## src/rtl/pu_mv_sequencer.sv

```systemverilog
// Job controller: streams MATRIX_COL column beats from SRAM into the MV PU, then returns its result.
// Optional macro PU_TIMEOUT_EN adds a DONE watchdog that reports RES_ERR.
module pu_mv_sequencer #(
   parameter int WIDTH_OP1   = 16,
   parameter int WIDTH_OP2   = 16,
   parameter int WIDTH_OUT   = 32,
   parameter int MATRIX_ROW  = 8,
   parameter int MATRIX_COL  = 16,
   parameter int MEM_AW      = 8,
   parameter int TIMEOUT_CYC = 64
) (
   input  logic                                  clk_i,
   input  logic                                  rstn_i,
   input  logic                                  cmd_valid_i,
   output logic                                  cmd_ready_o,
   input  logic [MEM_AW-1:0]                     cmd_base_i,
   output logic                                  mem_rd_en_o,
   output logic [MEM_AW-1:0]                     mem_addr_o,
   input  logic [WIDTH_OP1-1:0]                  mem_a_i,
   input  logic [MATRIX_ROW-1:0][WIDTH_OP2-1:0]  mem_b_i,
   output logic                                  pu_clr_o,
   output logic                                  pu_start_o,
   output logic                                  pu_vld_o,
   output logic [WIDTH_OP1-1:0]                  pu_a_o,
   output logic [MATRIX_ROW-1:0][WIDTH_OP2-1:0]  pu_b_o,
   input  logic                                  pu_done_i,
   input  logic [MATRIX_ROW-1:0][WIDTH_OUT-1:0]  pu_out_i,
   output logic                                  res_valid_o,
   input  logic                                  res_ready_i,
   output logic [MATRIX_ROW-1:0][WIDTH_OUT-1:0]  res_data_o,
   output logic                                  res_err_o,
   output logic                                  busy_o
);
   localparam int BW = $clog2(MATRIX_COL + 1);

   typedef enum logic [2:0] {S_IDLE, S_CLEAR, S_STREAM, S_WAIT, S_RESP} state_e;

   state_e                                 state_q, state_d;
   logic [BW-1:0]                          beat_q, beat_d;
   logic [MEM_AW-1:0]                      base_q, base_d;
   logic                                   vld_q, start_q;
   logic [WIDTH_OP1-1:0]                   a_q;
   logic [MATRIX_ROW-1:0][WIDTH_OP2-1:0]   b_q;
   logic [MATRIX_ROW-1:0][WIDTH_OUT-1:0]   res_q, res_d;
   logic                                   rd_en;

`ifdef PU_TIMEOUT_EN
   localparam int TW = $clog2(TIMEOUT_CYC + 1);
   logic [TW-1:0] wcnt_q, wcnt_d;
   logic          err_q, err_d;
   logic          expire;

   assign expire    = (wcnt_q == TW'(TIMEOUT_CYC - 1));
   assign res_err_o = err_q;
`else
   assign res_err_o = 1'b0;
`endif

   always_comb begin
      state_d  = state_q;
      beat_d   = beat_q;
      base_d   = base_q;
      res_d    = res_q;
      rd_en    = 1'b0;
      pu_clr_o = 1'b0;
`ifdef PU_TIMEOUT_EN
      wcnt_d   = wcnt_q;
      err_d    = err_q;
`endif
      unique case (state_q)
         S_IDLE: begin
            if (cmd_valid_i) begin
               base_d  = cmd_base_i;
               beat_d  = '0;
               state_d = S_CLEAR;
            end
         end
         S_CLEAR: begin
            pu_clr_o = 1'b1;
            rd_en    = 1'b1;
            beat_d   = BW'(1);
            state_d  = S_STREAM;
         end
         S_STREAM: begin
            // beat_q reaching MATRIX_COL marks the cycle the last beat sits on the PU port
            if (beat_q != BW'(MATRIX_COL)) begin
               rd_en  = 1'b1;
               beat_d = beat_q + 1'b1;
            end else begin
               state_d = S_WAIT;
`ifdef PU_TIMEOUT_EN
               wcnt_d  = '0;
`endif
            end
         end
         S_WAIT: begin
            if (pu_done_i) begin
               res_d   = pu_out_i;
               state_d = S_RESP;
`ifdef PU_TIMEOUT_EN
               err_d   = 1'b0;
            end else if (expire) begin
               res_d   = '0;
               err_d   = 1'b1;
               state_d = S_RESP;
            end else begin
               wcnt_d  = wcnt_q + 1'b1;
`endif
            end
         end
         S_RESP: begin
            if (res_ready_i) state_d = S_IDLE;
         end
         default: state_d = S_IDLE;
      endcase
   end

   always_ff @(posedge clk_i) begin
      if (!rstn_i) begin
         state_q <= S_IDLE;
         beat_q  <= '0;
         base_q  <= '0;
         vld_q   <= 1'b0;
         start_q <= 1'b0;
         a_q     <= '0;
         b_q     <= '0;
         res_q   <= '0;
`ifdef PU_TIMEOUT_EN
         wcnt_q  <= '0;
         err_q   <= 1'b0;
`endif
      end else begin
         state_q <= state_d;
         beat_q  <= beat_d;
         base_q  <= base_d;
         vld_q   <= rd_en;
         start_q <= (state_q == S_CLEAR);
         res_q   <= res_d;
         if (vld_q) begin
            a_q <= mem_a_i;
            b_q <= mem_b_i;
         end
`ifdef PU_TIMEOUT_EN
         wcnt_q  <= wcnt_d;
         err_q   <= err_d;
`endif
      end
   end

   // The SRAM output register is the beat register; the hold copy keeps PU_A/PU_B stable between beats
   assign pu_a_o      = vld_q ? mem_a_i : a_q;
   assign pu_b_o      = vld_q ? mem_b_i : b_q;
   assign pu_vld_o    = vld_q;
   assign pu_start_o  = start_q;
   assign mem_rd_en_o = rd_en;
   assign mem_addr_o  = rd_en ? base_q + MEM_AW'(beat_q) : '0;
   assign cmd_ready_o = (state_q == S_IDLE);
   assign busy_o      = (state_q != S_IDLE);
   assign res_valid_o = (state_q == S_RESP);
   assign res_data_o  = res_q;

endmodule
```

## config.mk

```make
export PLATFORM = sky130hd
export DESIGN_NAME = pu_mv_sequencer
export DESIGN_NICKNAME = d
export VERILOG_FILES = /design/src/rtl/pu_mv_sequencer.sv
export SDC_FILE = /design/constraint.sdc
export NUM_CORES = 1
export LEC_CHECK = 0
export CAP_MARGIN = 20
export CORE_AREA = 4 4 319 321
export CTS_BUF_LIST = sky130_fd_sc_hd__clkbuf_8
export DETAILED_ROUTE_END_ITERATION = 10
export DIE_AREA = 0 0 323 325
export MAX_ROUTING_LAYER = met4
export PLACE_DENSITY = 0.49
export SETUP_SLACK_MARGIN = 0.1
export SKIP_LAST_GASP = 1
export SLEW_MARGIN = 5
export SYNTH_ARGS = -nofsm -noshare
export SYNTH_HDL_FRONTEND = slang
export SYNTH_SLANG_ARGS = --single-unit
```

## constraint.sdc

```tcl
create_clock -name clk_i -period 1.9 [get_ports clk_i]
set_input_delay 0.38 -clock clk_i [delete_from_list [all_inputs] [get_ports clk_i]]
set_output_delay 0.38 -clock clk_i [all_outputs]
set_load 0.01 [all_outputs]
```

* Yosys cells after proc, flatten, opt, wreduce, memory -nomap -nowiden
Cells that the tools add are included.
** Storage, ports and cells
- Output and inout port bits :: 416
- Register bits after elaboration :: 418
** Operators by class
- Eq/ne operators :: 10
- Mux-type cells :: 14
- Add/sub/neg operators :: 2
- Reductions and logical operators :: 7
** Operators with widths (number)
- 128-bit two-way mux :: 1
- 16-bit two-way mux :: 1
- 3-bit one-hot mux with 5 select lines :: 1
- 5-bit one-hot mux with 3 select lines :: 1
- 3-bit two-way mux :: 4
- 5-bit two-way mux :: 2
- 8-bit by 5-bit adder with 8-bit output :: 1
- 8-bit two-way mux :: 1
- 2-bit inequality test, second input constant :: 4
- 3-bit by 2-bit == test with 1-bit output, second input constant :: 2
- 3-bit nonzero test :: 2
- 5-bit by 1-bit adder with 5-bit output, second input constant :: 1
- 5-bit inequality test, second input constant :: 1
- 2-bit AND reduction :: 2
- 4-bit AND reduction :: 1
- 3-bit by 1-bit == test with 1-bit output, second input constant :: 1
- 3-bit == test, second input constant :: 1
- 3-bit logical NOT :: 1
- 3-bit AND reduction :: 1
- 1-bit two-way mux :: 2
- 2-bit by 1-bit inequality test with 1-bit output, second input constant :: 1
- 1-bit one-hot mux with 2 select lines :: 1

* Depth between registers and ports, before layout
- Word-level depth :: 4
- Depth in mapped cells :: 8

* Least setup slack after synthesis
OpenSTA, ideal clock, no wires.
- Kind :: register to output
- Start :: reg beat_q[2]
- End :: out mem_addr_o[7]
- Path slack :: -0.144 ns
- Buffers on the path :: 0
- Arrival :: 1.664 ns
- Cell stages (with the launch flop) :: 6
- Cell sequence :: dfxtp_1 > ha_1 > o21ai_1 > o21a_1 > or4_1 > a21oi_1
** Between the ends
- Longest elaborated chain between the ends :: 4
** Ends and longest elaborated chain
- start: declaration :: line 39 : logic [BW-1:0] beat_q, beat_d;
- start signal: assignment :: line 134 : beat_q <= beat_d;
- branches (longest 3 deep; another with 8-bit by 5-bit adder with 8-bit output)
- 8-bit two-way mux (*) :: line 156 : assign mem_addr_o = rd_en ? base_q + MEM_AW'(beat_q) : '0;
- end: declaration :: line 18 : output logic [MEM_AW-1:0] mem_addr_o,
Every way passes the cells marked *.

* Worst setup path after layout
- Start :: reg beat_q[1]
- End :: out mem_addr_o[7]
The elaborated chain is that of the path after synthesis.

==> impl_metrics.xml <==
<?xml version="1.0" encoding="UTF-8"?>
<metrics>
  <group name="outcome">
    <metric name="run_status" unit="">finished, violations left</metric>
    <metric name="violations_in_the_final_reports" unit="">negative setup slack</metric>
  </group>
  <group name="die">
    <metric name="floorplan.die_area" unit="mm2">0.1050</metric>
    <metric name="die_h" unit="um">325</metric>
    <metric name="initial_core_util" unit="%">15.54</metric>
    <metric name="top_level_ports" unit="">829</metric>
    <metric name="dieWidth" unit="um">323</metric>
    <metric name="core_area" unit="mm2">0.09928</metric>
    <metric name="rows" unit="">116</metric>
  </group>
  <group name="synthesis">
    <metric name="syn_area" unit="mm2">0.01542</metric>
    <metric name="postSynthNetCount" unit="">2138</metric>
    <metric name="ys_warn_count" unit="">0</metric>
    <metric name="yosysTopAreaCell" unit="">dfxtp_1</metric>
    <metric name="post_synth_main_area_contributors" unit="">dfxtp_1, nand2_1, mux2_2</metric>
    <metric name="postSynthCellCount" unit="">1717</metric>
    <metric name="ys_seq_elements" unit="">418</metric>
    <metric name="synth.distinct_cells" unit="">45</metric>
    <metric name="netlist.area_leader.share" unit="%">54.25</metric>
    <metric name="seq_area_frac_synth" unit="%">54.25</metric>
    <metric name="postSynthAreaPerCell" unit="um2">8.983</metric>
  </group>
  <group name="sta">
    <metric name="setup_skew" unit="ns">0.02383</metric>
    <metric name="timing.final.crit_share" unit="%">143.9</metric>
    <metric name="final_max_slew_viol_count" unit="">0</metric>
    <metric name="final-setup-viol-count" unit="">158</metric>
    <metric name="rsz0062_at_grt" unit="">true</metric>
    <metric name="fin_crit" unit="ns">2.735</metric>
    <metric name="post-route-worst-setup-slack" unit="ns">-0.8347</metric>
    <metric name="final-hold-violation-count" unit="">0</metric>
    <metric name="maxClockFrequency" unit="MHz">365.7</metric>
  </group>
  <group name="detailed_routing">
    <metric name="route.detailed.wl_per_inst" unit="um">17.61</metric>
    <metric name="initialDrtViolationCount" unit="">552</metric>
    <metric name="post_drt_via_cell_ratio" unit="">3.797</metric>
    <metric name="route.vias.total" unit="">15490</metric>
    <metric name="drt-pass1-iter-count" unit="">5</metric>
    <metric name="drc" unit="">0</metric>
    <metric name="wl" unit="um">71860</metric>
    <metric name="postRouteAntennaNets" unit="">0</metric>
  </group>
  <group name="setup_path">
    <metric name="path_max_fanout" unit="">4</metric>
    <metric name="setup.worst_path.end_class" unit="">primary output</metric>
    <metric name="ff2ff_path_depth" unit="">11</metric>
    <metric name="crit_required" unit="ns">1.52</metric>
    <metric name="critical_path_class" unit="">register to primary output</metric>
    <metric name="critical_path.startpoint_type" unit="">register</metric>
    <metric name="critical_path_arrival" unit="ns">2.35</metric>
  </group>
  <group name="clock_network">
    <metric name="cts_root_cell" unit="">clkbuf_8</metric>
    <metric name="clk_transition_reported_paths" unit="ns">0.06</metric>
    <metric name="cts.path.max_buffers" unit="">3</metric>
    <metric name="cts_num_sinks" unit="">418</metric>
    <metric name="clk-insertion-delay-late" unit="ns">0.69</metric>
    <metric name="h-tree-depth" unit="">3</metric>
    <metric name="clock_buffers_created_by_tritoncts" unit="">82</metric>
    <metric name="tritoncts" unit="">done</metric>
  </group>
  <group name="global_route">
    <metric name="grt_overflow" unit="">0</metric>
    <metric name="grt_pass1_vias" unit="">15100</metric>
    <metric name="largest_net_degree_at_the_start_of_global_routing" unit="">81</metric>
    <metric name="track_usage" unit="%">12.49</metric>
    <metric name="number_of_antenna_violations_at_the_first_check_in_global_routing" unit="">11</metric>
    <metric name="grt_pass1_wl" unit="um">96680</metric>
  </group>
  <group name="placement">
    <metric name="gp_routability_congestion" unit="">0.8106</metric>
    <metric name="post_place_cells" unit="">3815</metric>
    <metric name="io_buffers" unit="">827</metric>
    <metric name="detailedPlace.worstSlack" unit="ns">-0.5918</metric>
    <metric name="detailed_placer_s_ending_hpwl" unit="um">50600</metric>
  </group>
  <group name="pwr">
    <metric name="power.density" unit="mW/mm2">759.9</metric>
    <metric name="power" unit="mW">22.29</metric>
    <metric name="peakVddDrop" unit="mV">0.4723</metric>
    <metric name="static-leakage-power" unit="nW">12.08</metric>
  </group>
  <group name="layout">
    <metric name="layout.nets" unit="">3129</metric>
    <metric name="ff_latch_area" unit="mm2">0.008389</metric>
    <metric name="synthToLayoutAreaGrowth" unit="%">90.18</metric>
    <metric name="layout-drive-gt1-share" unit="%">26.14</metric>
    <metric name="fillCellCount" unit="">10610</metric>
    <metric name="multiInputGateArea" unit="mm2">0.007019</metric>
    <metric name="layoutNonFillerInstCount" unit="">4080</metric>
  </group>
  <group name="flow_run">
    <metric name="max_cap_violations" unit="">0</metric>
  </group>
  <group name="min_path">
    <metric name="holdPathStages" unit="">3</metric>
    <metric name="class_of_the_most_critical_hold_timing_path" unit="">primary input to register</metric>
  </group>
</metrics>
==> metrics by stage <==
step / utilization [%] / hold slack (ns) / TNS (ns) / instance area (um2)
3_3_place_gp: 25.95 / 0.4405 / -34.83 / 25760
2_1_floorplan: - / 0.4400 / -0.02489 / 15470
6_report: 29.55 / 0.1152 / -85.45 / 29330
4_1_cts: 28.07 / 0.002512 / -117.89 / 27870
5_1_grt: 29.54 / 0.03490 / -107.02 / 29330
3_5_place_dp: 25.95 / 0.4453 / -37.50 / 25760
==> routing by layer <==
metal	GRT usage [%]	wire length, um	up-vias
li1	-	-	7591
met1	12.79	26660	7198
met2	21.89	36810	590
met3	4.735	6341	114
met4	4.244	2046	0
met5	-	0	-
==> registers in the layout, summed over array words and instances, names as in the netlist <==
name	flops
a_q	16
b_q	128
base_q	8
beat_q	5
pu_start_o	1
pu_vld_o	1
res_data_o	256
state_q	3
==> power by group <==
part	total [mW]	internal [mW]	switching, mW
sequential	9.08	9.00	0.0802
combinational	3.77	2.37	1.40
clock	9.44	5.22	4.22
==> Yosys cell counts, drive strengths merged <==
master / number
nor3: 4
a21o: 2
nand4bb: 1
nand2b: 4
conb: 1
nor2: 12
mux2i: 2
and2: 148
or4: 1
mux2: 144
or3: 1
a21oi: 272
a41oi: 1
inv: 6
a311oi: 1
o21ai: 7
xnor2: 1
nand2: 536
fa: 1
a211oi: 3
nand3: 5
nor3b: 3
o31ai: 2
nand3b: 3
or3b: 1
or2: 2
clkbuf: 48
o21a: 2
and4bb: 1
dfxtp: 418
a31oi: 1
ha: 7
buf: 75
o21bai: 1
==> final timing paths <==
kind | start | end | slack (ns)
setup / recovery | beat_q[1] | mem_addr_o[7] | -0.83
hold / removal | rstn_i | res_data_o[254] | 0.12
setup reg to reg | state_q[0] | res_data_o[95] | 0.07
hold reg to reg | res_data_o[24] | res_data_o[24] | 0.45
==> timing repair <==
action	CTS	global route
pin swaps	4	6
endpoints found under the setup margin	415	201
cloned	5	16
gates resized for setup	899	481
buffers inserted	21	76
hold buffers	0	0
==> layout by cell type, fill, tap and decap left out, types with 3 or more instances in the layout <==
cell type,instances
mux2_2,34
a21oi_2,4
buf_8,9
nand3b_1,3
a21oi_1,268
buf_12,31
diode_2,12
nor2_4,5
dlymetal6s2s_1,8
dlygate4sd2_1,125
clkbuf_2,26
o21ai_0,5
dfxtp_4,3
clkdlybuf4s15_2,37
buf_6,151
clkbuf_16,12
clkinv_2,10
buf_2,22
nor2_1,7
inv_1,27
clkdlybuf4s15_1,75
and2_1,146
nand2_1,535
dfxtp_1,407
buf_4,116
ha_4,4
mux2_4,110
dfxtp_2,8
clkdlybuf4s50_1,411
nand3_1,4
nand2b_1,3
clkbuf_8,104
buf_16,7
==> kinds of logic (layout without fill, tap and decap cells) <==
family	Yosys count	after routing	synth area share (%)
compound gates	292	292	9.727
xor+xnor	1	1	0.05680
fa+ha+maj	8	8	0.6976
buf+inv	129	1182	3.918
flops	418	418	54.25
mux	146	146	10.64
other cells	1	13	0.02431
simple gates	722	722	20.68
==> worst max-delay path: stages (launching register included) <==
cell and delay (ns):
dfxtp_4 0.36, ha_4 0.27, a211oi_2 0.06, o21a_1 0.23
or4_4 0.49, a21oi_2 0.14, buf_4 0.13
==> area by class of cell <==
| class | count | share of cell area [%] |
|---|---|---|
| Tap cell | 1298 | 5.537 |
| Antenna cell | 12 | 0.1024 |
| Multi-Input combinational cell | 1170 | 23.93 |
| Inverter | 6 | 0.1109 |
| Timing Repair Buffer | 1030 | 35.92 |
| Clock buffer | 104 | 4.880 |
| Clock inverter | 42 | 0.9171 |
| Sequential cell | 418 | 28.60 |
(Power assumes the default switching activity.)
